File: src/rtl/pmc_ac_serial_pkg.sv
// Shared types and register-map helpers for the analog-configuration serial bank.
// The CTRL and STATUS words sit directly above the shadow bank.

package pmc_ac_serial_pkg;

    typedef enum logic [1:0] {
        StIdle,
        StLoad,
        StShift,
        StStrobe
    } ser_state_e;

    localparam int unsigned CtrlApplyBit  = 0;
    localparam int unsigned StatusBusyBit = 0;
    localparam int unsigned StatusDoneBit = 1;

    function automatic int unsigned ctrl_idx(input int unsigned num_regs);
        return num_regs;
    endfunction

    function automatic int unsigned status_idx(input int unsigned num_regs);
        return num_regs + 1;
    endfunction

endpackage

File: src/rtl/pmc_ac_serial_if.sv
// Ibex-style data-bus bundle between a core (master) and the config bank (slave).

interface pmc_ac_serial_if;
    import pmc_ac_serial_pkg::*;

    logic        req;
    logic        we;
    logic [3:0]  be;
    logic [31:0] addr;
    logic [31:0] wdata;
    logic        gnt;
    logic        rvalid;
    logic [31:0] rdata;

    modport master (
        output req, we, be, addr, wdata,
        input  gnt, rvalid, rdata
    );

    modport slave (
        input  req, we, be, addr, wdata,
        output gnt, rvalid, rdata
    );

endinterface

File: src/rtl/pmc_ac_serializer.sv
// Snapshots the shadow bank, shifts it MSB-first into the analog chain, then pulses the
// latch strobe. The committed copy on res_o is updated in one step on strobe entry.

module pmc_ac_serializer
    import pmc_ac_serial_pkg::*;
#(
    parameter int unsigned NUM_REGS = 4,
    parameter int unsigned CLK_DIV  = 2
) (
    input  logic                     clk,
    input  logic                     rst_n,
    input  logic                     start_i,
    input  logic [NUM_REGS*32-1:0]   shadow_i,
    output logic [NUM_REGS*32-1:0]   res_o,
    output logic                     ser_clk_o,
    output logic                     ser_data_o,
    output logic                     ser_load_o,
    output logic                     busy_o,
    output logic                     done_o
);

    localparam int unsigned N    = NUM_REGS * 32;
    localparam int unsigned CntW = $clog2(N);
    localparam int unsigned DivW = (CLK_DIV > 1) ? $clog2(CLK_DIV) : 1;

    localparam logic [DivW-1:0] DivLast = DivW'(CLK_DIV - 1);
    localparam logic [CntW-1:0] CntTop  = CntW'(N - 1);

    ser_state_e      state_q;
    logic [CntW-1:0] cnt_q;
    logic [DivW-1:0] div_q;
    logic [N-1:0]    snap_q;
    logic [N-1:0]    res_q;
    logic            ser_clk_q;
    logic            ser_data_q;
    logic            ser_load_q;
    logic            busy_q;

    always_ff @(posedge clk or negedge rst_n) begin
        if (!rst_n) begin
            state_q    <= StIdle;
            cnt_q      <= '0;
            div_q      <= '0;
            snap_q     <= '0;
            res_q      <= '0;
            ser_clk_q  <= 1'b0;
            ser_data_q <= 1'b0;
            ser_load_q <= 1'b0;
            busy_q     <= 1'b0;
        end else begin
            unique case (state_q)
                StIdle: begin
                    if (start_i) begin
                        state_q <= StLoad;
                        busy_q  <= 1'b1;
                    end
                end
                StLoad: begin
                    snap_q     <= shadow_i;
                    cnt_q      <= CntTop;
                    div_q      <= '0;
                    ser_clk_q  <= 1'b0;
                    ser_data_q <= shadow_i[N-1];
                    state_q    <= StShift;
                end
                StShift: begin
                    if (div_q == DivLast) begin
                        div_q <= '0;
                        if (!ser_clk_q) begin
                            ser_clk_q <= 1'b1;
                        end else begin
                            // End of a bit's high phase: advance or commit.
                            ser_clk_q <= 1'b0;
                            if (cnt_q == '0) begin
                                ser_data_q <= 1'b0;
                                ser_load_q <= 1'b1;
                                res_q      <= snap_q;
                                state_q    <= StStrobe;
                            end else begin
                                cnt_q      <= cnt_q - CntW'(1);
                                ser_data_q <= snap_q[cnt_q - CntW'(1)];
                            end
                        end
                    end else begin
                        div_q <= div_q + DivW'(1);
                    end
                end
                StStrobe: begin
                    if (div_q == DivLast) begin
                        div_q      <= '0;
                        ser_load_q <= 1'b0;
                        busy_q     <= 1'b0;
                        state_q    <= StIdle;
                    end else begin
                        div_q <= div_q + DivW'(1);
                    end
                end
                default: state_q <= StIdle;
            endcase
        end
    end

    // Asserted in the last strobe cycle so STATUS.done sets on the same edge busy drops.
    assign done_o     = (state_q == StStrobe) && (div_q == DivLast);
    assign res_o      = res_q;
    assign ser_clk_o  = ser_clk_q;
    assign ser_data_o = ser_data_q;
    assign ser_load_o = ser_load_q;
    assign busy_o     = busy_q;

endmodule

File: src/rtl/pmc_ac_serial.sv
// Analog-configuration register bank: bus decode, byte-enabled shadow words, CTRL/STATUS
// and read mux; serialisation of the committed configuration is delegated to the serializer.

module pmc_ac_serial
    import pmc_ac_serial_pkg::*;
#(
    parameter int unsigned NUM_REGS = 4,
    parameter int unsigned CLK_DIV  = 2,
    parameter int unsigned ADDR_W   = 8
) (
    input  logic                   clk,
    input  logic                   rst_n,
    pmc_ac_serial_if.slave         bus_io,
    output logic [NUM_REGS*32-1:0] res_o,
    output logic                   ser_clk_o,
    output logic                   ser_data_o,
    output logic                   ser_load_o,
    output logic                   busy_o
);

    localparam int unsigned CtrlIdx   = ctrl_idx(NUM_REGS);
    localparam int unsigned StatusIdx = status_idx(NUM_REGS);

    logic [NUM_REGS-1:0][31:0] shadow_q, shadow_d;
    logic                      done_q, done_d;
    logic                      rvalid_q;
    logic [31:0]               rdata_q, rdata_d;
    logic [31:0]               rd_val;
    logic [31:0]               word_idx;
    logic                      wr, is_ctrl, is_status;
    logic                      start, done_clr, ser_done, busy;

    assign word_idx  = 32'(bus_io.addr[ADDR_W-1:2]);
    assign wr        = bus_io.req & bus_io.we;
    assign is_ctrl   = (word_idx == CtrlIdx);
    assign is_status = (word_idx == StatusIdx);
    assign start     = wr & is_ctrl & bus_io.be[0] & bus_io.wdata[CtrlApplyBit];
    assign done_clr  = wr & is_status & bus_io.be[0] & bus_io.wdata[StatusDoneBit];

    if (ADDR_W < 32) begin : g_unused_addr_hi
        logic unused_addr_hi;
        assign unused_addr_hi = ^bus_io.addr[31:ADDR_W];
    end
    logic unused_addr_lo;
    assign unused_addr_lo = ^bus_io.addr[1:0];

    always_comb begin
        shadow_d = shadow_q;
        for (int unsigned k = 0; k < NUM_REGS; k++) begin
            if (wr && (word_idx == k)) begin
                for (int unsigned b = 0; b < 4; b++) begin
                    if (bus_io.be[b]) shadow_d[k][8*b +: 8] = bus_io.wdata[8*b +: 8];
                end
            end
        end
    end

    // Set wins over a simultaneous W1C.
    always_comb begin
        done_d = done_q;
        if (done_clr) done_d = 1'b0;
        if (ser_done) done_d = 1'b1;
    end

    always_comb begin
        rd_val = '0;
        for (int unsigned k = 0; k < NUM_REGS; k++) begin
            if (word_idx == k) rd_val = shadow_q[k];
        end
        if (is_status) begin
            rd_val[StatusBusyBit] = busy;
            rd_val[StatusDoneBit] = done_q;
        end
        rdata_d = (bus_io.req && !bus_io.we) ? rd_val : '0;
    end

    always_ff @(posedge clk or negedge rst_n) begin
        if (!rst_n) begin
            shadow_q <= '0;
            done_q   <= 1'b0;
            rvalid_q <= 1'b0;
            rdata_q  <= '0;
        end else begin
            shadow_q <= shadow_d;
            done_q   <= done_d;
            rvalid_q <= bus_io.req;
            rdata_q  <= rdata_d;
        end
    end

    assign bus_io.gnt    = bus_io.req;
    assign bus_io.rvalid = rvalid_q;
    assign bus_io.rdata  = rdata_q;

    pmc_ac_serializer #(
        .NUM_REGS (NUM_REGS),
        .CLK_DIV  (CLK_DIV)
    ) u_serializer (
        .clk        (clk),
        .rst_n      (rst_n),
        .start_i    (start),
        .shadow_i   (shadow_q),
        .res_o      (res_o),
        .ser_clk_o  (ser_clk_o),
        .ser_data_o (ser_data_o),
        .ser_load_o (ser_load_o),
        .busy_o     (busy),
        .done_o     (ser_done)
    );

    assign busy_o = busy;

endmodule

File: src/flat_wrapper.sv
// flat-port wrapper written by rule: the top's interface ports become plain ports
module pmc_ac_serial_flat import pmc_ac_serial_pkg::*;
#(
    parameter int unsigned NUM_REGS = 4,
    parameter int unsigned CLK_DIV  = 2,
    parameter int unsigned ADDR_W   = 8
)
  (clk, rst_n, res_o, ser_clk_o, ser_data_o, ser_load_o, busy_o, bus_io_req, bus_io_we, bus_io_be, bus_io_addr, bus_io_wdata, bus_io_gnt, bus_io_rvalid, bus_io_rdata);
  pmc_ac_serial_if bus_io_i ();
  input  logic clk;
  input  logic rst_n;
  output logic [NUM_REGS*32-1:0] res_o;
  output logic ser_clk_o;
  output logic ser_data_o;
  output logic ser_load_o;
  output logic busy_o;
  input wire logic [$bits(bus_io_i.req)-1:0] bus_io_req;
  input wire logic [$bits(bus_io_i.we)-1:0] bus_io_we;
  input wire logic [$bits(bus_io_i.be)-1:0] bus_io_be;
  input wire logic [$bits(bus_io_i.addr)-1:0] bus_io_addr;
  input wire logic [$bits(bus_io_i.wdata)-1:0] bus_io_wdata;
  output wire logic [$bits(bus_io_i.gnt)-1:0] bus_io_gnt;
  output wire logic [$bits(bus_io_i.rvalid)-1:0] bus_io_rvalid;
  output wire logic [$bits(bus_io_i.rdata)-1:0] bus_io_rdata;
  assign bus_io_i.req = bus_io_req;
  assign bus_io_i.we = bus_io_we;
  assign bus_io_i.be = bus_io_be;
  assign bus_io_i.addr = bus_io_addr;
  assign bus_io_i.wdata = bus_io_wdata;
  assign bus_io_gnt = bus_io_i.gnt;
  assign bus_io_rvalid = bus_io_i.rvalid;
  assign bus_io_rdata = bus_io_i.rdata;
  pmc_ac_serial #(.NUM_REGS(NUM_REGS), .CLK_DIV(CLK_DIV), .ADDR_W(ADDR_W)) u_core (.clk(clk), .rst_n(rst_n), .bus_io(bus_io_i), .res_o(res_o), .ser_clk_o(ser_clk_o), .ser_data_o(ser_data_o), .ser_load_o(ser_load_o), .busy_o(busy_o));
endmodule
File: config.mk
export PLATFORM = sky130hd
export DESIGN_NAME = pmc_ac_serial_flat
export DESIGN_NICKNAME = d
export VERILOG_FILES = /design/src/rtl/pmc_ac_serial_pkg.sv /design/src/rtl/pmc_ac_serial_if.sv /design/src/rtl/pmc_ac_serializer.sv /design/src/rtl/pmc_ac_serial.sv /design/src/flat_wrapper.sv
export SDC_FILE = /design/constraint.sdc
export NUM_CORES = 1
export LEC_CHECK = 0
export ABC_AREA = 0
export CAP_MARGIN = 20
export CORE_ASPECT_RATIO = 0.75
export CORE_MARGIN = 5
export CORE_UTILIZATION = 40
export DETAILED_ROUTE_END_ITERATION = 10
export MAX_ROUTING_LAYER = met4
export PLACE_DENSITY = 0.69
export SYNTH_ARGS = -nofsm -noshare
export SYNTH_HDL_FRONTEND = slang
export SYNTH_SLANG_ARGS = --single-unit
File: constraint.sdc
create_clock -name clk -period 3.8 [get_ports clk]
set_clock_uncertainty 0.15 [all_clocks]
set_input_delay 0.76 -clock clk [delete_from_list [all_inputs] [get_ports clk]]
set_output_delay 0.76 -clock clk [all_outputs]
set_load 0.05 [all_outputs]
==> results of run 1 <==
cell type report:
class | count | area, um^2
tap | 586 | 733
inverter | 6 | 22.5
timing repair buffer | 248 | 2470
clock inverter | 9 | 125
multi-input combinational | 650 | 7090
fill | 3762 | 22300
sequential | 432 | 10800
antenna | 3 | 7.51
clock buffer | 65 | 1280
path summary, 6_finish.rpt:
kind	endpoint	slack, ps	cells past startpoint
max	u_core.u_serializer.ser_data_o	490	9
min reg2reg	u_core.u_serializer.res_o[96]	350	1
max reg2reg	u_core.u_serializer.ser_data_o	490	9
max in group asynchronous	u_core.u_serializer.snap_q[14]	2390	2
min	u_core.bus_io.rdata[3]	100	1
min in group clk	u_core.u_serializer.res_o[96]	350	1
stage by stage:
stage / hold WS (ps) / instances
3_3_place_gp: 340 / 1921
2_1_floorplan: 314 / 1150
6_report: 103 / 1999
4_1_cts: 119 / 1995
5_1_grt: 149 / 1998
3_5_place_dp: 343 / 1921
state kept, by name (all words and copies together) (netlist names):
register,cells
u_core.shadow_q,128
u_core.u_serializer.res_o,128
u_core.u_serializer.ser_data_o,1
u_core.u_serializer.div_q,1
u_core.u_serializer.snap_q,128
u_core.bus_io.rdata,32
u_core.u_serializer.state_q,2
u_core.u_serializer.ser_load_o,1
u_core.u_serializer.cnt_q,7
u_core.bus_io.rvalid,1
u_core.done_q,1
u_core.u_serializer.ser_clk_o,1
u_core.u_serializer.busy_o,1
synthesized netlist by cell type (2+ instances only):
library cell / count / area, um^2
sky130_fd_sc_hd__buf_4: 2 / 15.0
sky130_fd_sc_hd__a21oi_1: 8 / 40.0
sky130_fd_sc_hd__buf_2: 18 / 90.1
sky130_fd_sc_hd__or3b_2: 4 / 35.0
sky130_fd_sc_hd__nor3_1: 6 / 30.0
sky130_fd_sc_hd__buf_1: 4 / 15.0
sky130_fd_sc_hd__a31oi_1: 2 / 12.5
sky130_fd_sc_hd__inv_1: 5 / 18.8
sky130_fd_sc_hd__nand2_1: 42 / 158
sky130_fd_sc_hd__mux2_2: 386 / 4350
sky130_fd_sc_hd__o2111ai_1: 3 / 26.3
sky130_fd_sc_hd__clkbuf_1: 33 / 124
sky130_fd_sc_hd__and3_1: 3 / 18.8
sky130_fd_sc_hd__ha_1: 6 / 75.1
sky130_fd_sc_hd__dfrtp_1: 432 / 10800
sky130_fd_sc_hd__o22ai_1: 2 / 12.5
sky130_fd_sc_hd__o221ai_1: 2 / 17.5
sky130_fd_sc_hd__nand3_1: 6 / 30.0
sky130_fd_sc_hd__or2_2: 2 / 12.5
sky130_fd_sc_hd__or3_1: 4 / 25.0
sky130_fd_sc_hd__xnor2_1: 2 / 17.5
sky130_fd_sc_hd__a22o_1: 3 / 26.3
sky130_fd_sc_hd__xor2_1: 3 / 26.3
sky130_fd_sc_hd__nor2_1: 19 / 71.3
sky130_fd_sc_hd__o31ai_1: 2 / 15.0
sky130_fd_sc_hd__nor2b_1: 32 / 200
sky130_fd_sc_hd__nand2b_1: 3 / 18.8
sky130_fd_sc_hd__mux4_2: 50 / 1130
sky130_fd_sc_hd__buf_6: 4 / 45.0
sky130_fd_sc_hd__nor3b_2: 2 / 25.0
sky130_fd_sc_hd__o21ai_0: 13 / 65.1
sky130_fd_sc_hd__nor3b_1: 2 / 15.0
sky130_fd_sc_hd__mux4_1: 12 / 315
sky130_fd_sc_hd__o311ai_0: 3 / 26.3
sky130_fd_sc_hd__mux2i_1: 8 / 80.1
sky130_fd_sc_hd__a221oi_1: 2 / 17.5
kinds of logic (layout without fill, tap and decap cells):
| group | after synthesis | count (layout) |
|---|---|---|
| simple gates | 135 | 135 |
| compound gates | 47 | 47 |
| mux | 456 | 456 |
| buf+inv | 68 | 328 |
| other cells | 0 | 3 |
| flops | 432 | 432 |
| fa+ha+maj | 6 | 6 |
| xor+xnor | 6 | 6 |
layer usage:
layer,wire length (um),GRT usage (%)
met2,20700,27.8
met3,2250,4.06
met4,651,3.20
met1,22600,28.0
met5,0,-
layout by cell type, fill, tap and decap left out, types with 4 or more instances in the layout:
cell                              synthesis  layout
sky130_fd_sc_hd__o21ai_0                 13      13
sky130_fd_sc_hd__clkinv_2                 0       4
sky130_fd_sc_hd__clkbuf_8                 0       8
sky130_fd_sc_hd__mux4_2                  50      50
sky130_fd_sc_hd__clkdlybuf4s50_1          0     208
sky130_fd_sc_hd__mux2i_1                  8       8
sky130_fd_sc_hd__mux4_1                  12      12
sky130_fd_sc_hd__ha_1                     6       5
sky130_fd_sc_hd__clkbuf_1                33      12
sky130_fd_sc_hd__inv_1                    5       5
sky130_fd_sc_hd__mux2_2                 386     386
sky130_fd_sc_hd__nand3_1                  6       6
sky130_fd_sc_hd__nor2b_1                 32      32
sky130_fd_sc_hd__or3b_2                   4       4
sky130_fd_sc_hd__buf_4                    2      30
sky130_fd_sc_hd__clkbuf_16                0      45
sky130_fd_sc_hd__nand2_1                 42      42
sky130_fd_sc_hd__nor3_1                   6       6
sky130_fd_sc_hd__dfrtp_1                432     431
sky130_fd_sc_hd__a21oi_1                  8       8
sky130_fd_sc_hd__buf_12                   1       7
sky130_fd_sc_hd__nor2_1                  19      19
power breakdown:
part	internal (W)	switching [W]	total, W
logic	0.000153	0.000178	0.000330
clock network	0.00252	0.00175	0.00427
registers	0.00467	0.0000552	0.00472
==> summary.md, run 1 <==
Run status
- complete, no violations — outcome

Global route
- 0 — overflow left after global routing
- 2 — initial antenna violation count
- 11,396 — number of global-route vias before repair
- 72.2 mm — wire length of the first global-routing pass
- 19.0% — aggregate global-route resource usage
- 90 — largest net degree at the start of global routing

Setup path
- u_core.u_serializer.cnt_q[0] — launching instance or port of the critical path
- register — Worst Setup Start Kind
- register — endpoint kind of the worst setup timing path
- multiplexers — kind of cell adding the most delay to the critical path
- clkinv_1 > ha_1 > xor2_4 > buf_12 > mux4_1 > mux2i_1 > o2111ai_1 > a211oi_1 > a21oi_1 — chain of cells forming the critical path
- 14 — worst-path fanout max
- sky130_fd_sc_hd__mux4_1 — Critical Path Slowest Stage Cell
- u_core.u_serializer.cnt_q[0] — Crit Reg-Reg Startpoint
- 3600 ps — endpoint arrival time on the critical path
- register to register — path type of the worst setup path
- 670 ps — CP max stage delay
- 4090 ps — required time at the worst-slack endpoint
- 2 — number of buffers and inverters on the critical path

STA
- 0 ps — Setup TNS
- 35.2% — normalized max-slew margin
- 486 ps — crit path setup slack, layout
- 0 — final hold violation count
- 3310 ps — final critical delay including setup and external delays
- 0 — total of endpoints with negative setup slack in the final report
- 0 — number of max-slew violations in the final report
- 302 MHz — highest clock frequency the design can meet
- 972 ps — actual slew at the worst max-slew pin
- 87.2% — post-route fraction of the period consumed by the critical path
- no — setup repair after global routing missed its margin

Route
- 23.1 um — wire length per cell after detailed routing
- 0 — count of nets left with antenna violations after detail routing
- 4 — number of search-and-repair iterations in the first detailed-routing pass
- 0 — detailed-route DRC error count
- 46.2 mm — total wirelength of the detailed-routed design
- 5.34 — drt via density
- 10,683 — Via Count
- 662 — number of design-rule violations left by the first detailed-router iteration

Yosys
- 0 — synth warn
- 432 — flops & latches, synth
- 100% — asr flop ratio synth
- 56 — number of different library cells in the post-synthesis netlist
- multiplexers — dominant combinational cell family by area after synthesis
- 32.2% — multiplexer share of the synthesized area
- 0 — number of enable flip-flop cells after synthesis
- 1,228 — total nets after synthesis
- 0.0182 mm^2 — area of the mapped netlist
- 15.8 um^2 — synthesized area per cell
- 1.76% — fraction of the mapped netlist area in compound gates
- 1,150 — cell count after synthesis
- sky130_fd_sc_hd__dfrtp_1 — leading register cell type out of synthesis
- 0.392% — xor and xnor area share after synthesis
- 4.03% — Post-Synth Simple-Gate Area
- 0.412% — post-synthesis share of cell area spent on full adders, half adders and majority gates
- 59.4% — fraction of the yosys area taken by sequential cells

Placed design
- 211 — number of port buffers
- 0.844 — weighted congestion at the end of routability-driven global placement
- 31.4 mm — Final HPWL DP
- 507 ps — worst slack after detailed placement
- 0.0211 mm^2 — placement-stage cell area

Final layout
- 50.3% — final core utilization
- 39.2% — share of post-route cells with drive strength above 1
- 23.8% — layout overhead on the synthesized area
- 1,459 — fin nets
- 0.0225 mm^2 — area of all placed cells without fillers

CTS
- 3 — maximum clock insertion buffer count
- sky130_fd_sc_hd__clkbuf_16 — clock tree root buffer cell
- 0 — number of buffers inserted by post-CTS setup repair
- 0 — count of instances resized after the clock tree is built
- 550 ps — Worst-Skew Late Latency
- 2 — CTS HTree Levels
- done — TritonCTS clock tree
- 0 — CTS Hold Buffers Added
- 43 — cts bufs inserted
- 60 ps — clock slew at reported path FFs
- 432 — number of sinks handled by clock tree synthesis

Floorplanning
- 256 um — Die Width
- 238 — I/O pin count
- 0.0448 mm^2 — core area
- 67 — standard-cell rows
- 195 um — vertical die dimension
- 40.6% — starting density of the core
- 0.0499 mm^2 — die area

Power and ir drop
- 265 uV — maximum vdd ir drop
- 414 mW/mm^2 — power density of the placed cells
- 10.7 nW — Leakage
- 0.00932 W — power after layout

Run
- 0 — max-cap check violation count

Worst hold path
- input port to async pin — worst hold path class

Note: power is estimated with default switching activity, not from simulation.
==> run 2: changes to the inputs <==
Settings changed: SLEW_MARGIN set to 20.
==> run 2 against run 1 <==
Total power barely moved. Largest power group unchanged. Critical path type unchanged. Clock power barely moved. Register-to-register slack barely moved. Count of clock-buffer cells in the layout did not move.
==> summary.md, run 2 (synthesized netlist as in run 1, its figures left out) <==
Final layout
- 39.2% — share of post-route cells with drive strength above 1, about the same
- 23.8% — layout overhead on the synthesized area, about the same
- 0.0225 mm^2 — area of all placed cells without fillers, about the same
- 1,998 — Layout Cells excl Fill, -0.050%
- sky130_fd_sc_hd__dfrtp_1, sky130_fd_sc_hd__mux2_2, sky130_fd_sc_hd__clkdlybuf4s50_1, sky130_fd_sc_hd__mux4_2, sky130_fd_sc_hd__clkbuf_16 — top library cells by usage in the layout, fill and taps aside
- 1,458 — fin nets, -0.069%
- sky130_fd_sc_hd__dfrtp_1 — leading cell type in the layout, fill and taps excluded

Route
- 46.1 mm — total wirelength of the detailed-routed design, about the same
- 20.7 mm — detailed route wirelength on metal2, about the same
- met4 — highest metal used
- 10,732 — Via Count, +0.46%
- 612 — number of design-rule violations left by the first detailed-router iteration, -7.6%
- 5.37 — drt via density, +0.51%
- 5 — number of search-and-repair iterations in the first detailed-routing pass, +1
- 0 — detailed-route DRC error count, unchanged
- 2.41 mm — Met3 Routed Length, +7.0%
- 23.1 um — wire length per cell after detailed routing, about the same
- 0 — count of nets left with antenna violations after detail routing, unchanged
- 22.4 mm — detailed-route wire length on metal 1, -0.94%

Placed design
- 211 — number of port buffers, unchanged
- 0.844 — weighted congestion at the end of routability-driven global placement, unchanged
- 0.0211 mm^2 — placement-stage cell area, unchanged
- 1,921 — number of placed instances, taps included, unchanged
- 31.4 mm — Final HPWL DP, unchanged

Power and ir drop
- 266 uV — maximum vdd ir drop, +0.28%
- 414 mW/mm^2 — power density of the placed cells, about the same
- 10.7 nW — Leakage, about the same

Floorplanning
- 0.0448 mm^2 — core area, unchanged
- 67 — standard-cell rows, unchanged
- 256 um — Die Width, unchanged
- 40.6% — starting density of the core, unchanged
- 195 um — vertical die dimension, unchanged
- 0.0499 mm^2 — die area, unchanged
- 238 — I/O pin count, unchanged

Global route
- 19.0% — aggregate global-route resource usage, unchanged
- 90 — largest net degree at the start of global routing, unchanged
- 2 — initial antenna violation count, unchanged
- 11,396 — number of global-route vias before repair, unchanged
- 0 — overflow left after global routing, unchanged
- 72.2 mm — wire length of the first global-routing pass, unchanged

CTS
- 43 — cts bufs inserted, unchanged
- 0 — number of buffers inserted by post-CTS setup repair, unchanged
- 60 ps — clock slew at reported path FFs, about the same
- 432 — number of sinks handled by clock tree synthesis, unchanged
- 3 — maximum clock insertion buffer count, unchanged
- 0 — count of instances resized after the clock tree is built, unchanged
- 550 ps — Worst-Skew Late Latency, about the same
- sky130_fd_sc_hd__clkbuf_16 — clock tree root buffer cell
- done — TritonCTS clock tree
- 0 — CTS Hold Buffers Added, unchanged
- 2 — CTS HTree Levels, unchanged

STA
- 87.4% — post-route fraction of the period consumed by the critical path, +0.18 points
- 0 — number of max-slew violations in the final report, unchanged
- 3320 ps — final critical delay including setup and external delays, +6.71 ps
- 0 ps — Setup TNS, unchanged
- 970 ps — actual slew at the worst max-slew pin, -2.33 ps
- 0 — final hold violation count, unchanged
- 301 MHz — highest clock frequency the design can meet, -0.20%
- no — setup repair after global routing missed its margin
- 35.4% — normalized max-slew margin, +0.16 points
- 0 — total of endpoints with negative setup slack in the final report, unchanged

Setup path
- 4090 ps — required time at the worst-slack endpoint, about the same
- 9 — logic depth of the worst register-to-register path, unchanged
- 14 — worst-path fanout max, unchanged
- register to register — path type of the worst setup path
- 670 ps — CP max stage delay, about the same
- 480 ps — Reg2Reg Setup Slack, about the same
- sky130_fd_sc_hd__mux4_1 — Critical Path Slowest Stage Cell
- u_core.u_serializer.cnt_q[0] — Crit Reg-Reg Startpoint
- clkinv_1 > ha_1 > xor2_4 > buf_12 > mux4_1 > mux2i_1 > o2111ai_1 > a211oi_1 > a21oi_1 — chain of cells forming the critical path
- register — endpoint kind of the worst setup timing path
- 3610 ps — endpoint arrival time on the critical path, about the same
- register — Worst Setup Start Kind
- u_core.u_serializer.ser_data_o — Critical R2R Capture

Run status
- complete, no violations — outcome

Run
- 0 — max-cap check violation count, unchanged

Worst hold path
- input port to async pin — worst hold path class

-- run 2: final cells by class --
type,count,area [um^2]
fillers,3761,22300
flip-flops and latches,432,10800
multi-input cells,650,7090
repair buffers,247,2460
clock buffers,65,1280
well taps,586,733
clock inverters,9,125
inverters,6,22.5
diodes,3,7.51
-- run 2: metrics by stage --
step                hold slack [ps]  util, %  setup slack (ps)  total power [W]
global placement                340     47.1               521          0.00513
floorplan                       314        -              1020          0.00492
CTS                             119     50.2               486          0.00944
detailed placement              343     47.1               507          0.00515
global route                    149     50.2               312          0.00965
finish                          106     50.3               479          0.00932
-- run 2: worst max-delay path by stage --
stage,slack [ps],end,start
floorplan,1020,u_core.u_serializer.ser_data_o,u_core.u_serializer.cnt_q[0]
detailed placement,510,u_core.u_serializer.ser_data_o,u_core.u_serializer.cnt_q[0]
global route,310,u_core.u_serializer.ser_data_o,u_core.u_serializer.cnt_q[0]
CTS,490,u_core.u_serializer.ser_data_o,u_core.u_serializer.cnt_q[0]
finish,480,u_core.u_serializer.ser_data_o,u_core.u_serializer.cnt_q[0]
global placement,520,u_core.u_serializer.ser_data_o,u_core.u_serializer.cnt_q[0]
-- run 2: critical path: cells and delay by family (launching register included) --
family | cells | cell delay, ps
DFF | 1 | 360
AOI/OAI and AO/OA | 3 | 550
adders and majority gates | 1 | 420
muxes | 2 | 880
buffers and inverters | 2 | 440
xor gates and xnor gates | 1 | 390
-- run 2: metal layers --
metal | GRT usage (%) | vias to the layer above
met2 | 27.8 | 230
met5 | - | -
li1 | - | 4698
met1 | 28.0 | 5752
met4 | 3.20 | 0
met3 | 4.06 | 52
-- run 2: power by group --
group	switching (W)	internal [W]
Sequential	0.0000551	0.00467
Clock	0.00175	0.00252
Combinational	0.000177	0.000153
==> run 3: changes to the inputs <==
Settings changed: SKIP_CTS_REPAIR_TIMING set to 1.
==> results of run 3 <==
Same layout as run 2: the final DEF is identical, and so are final timing and power.
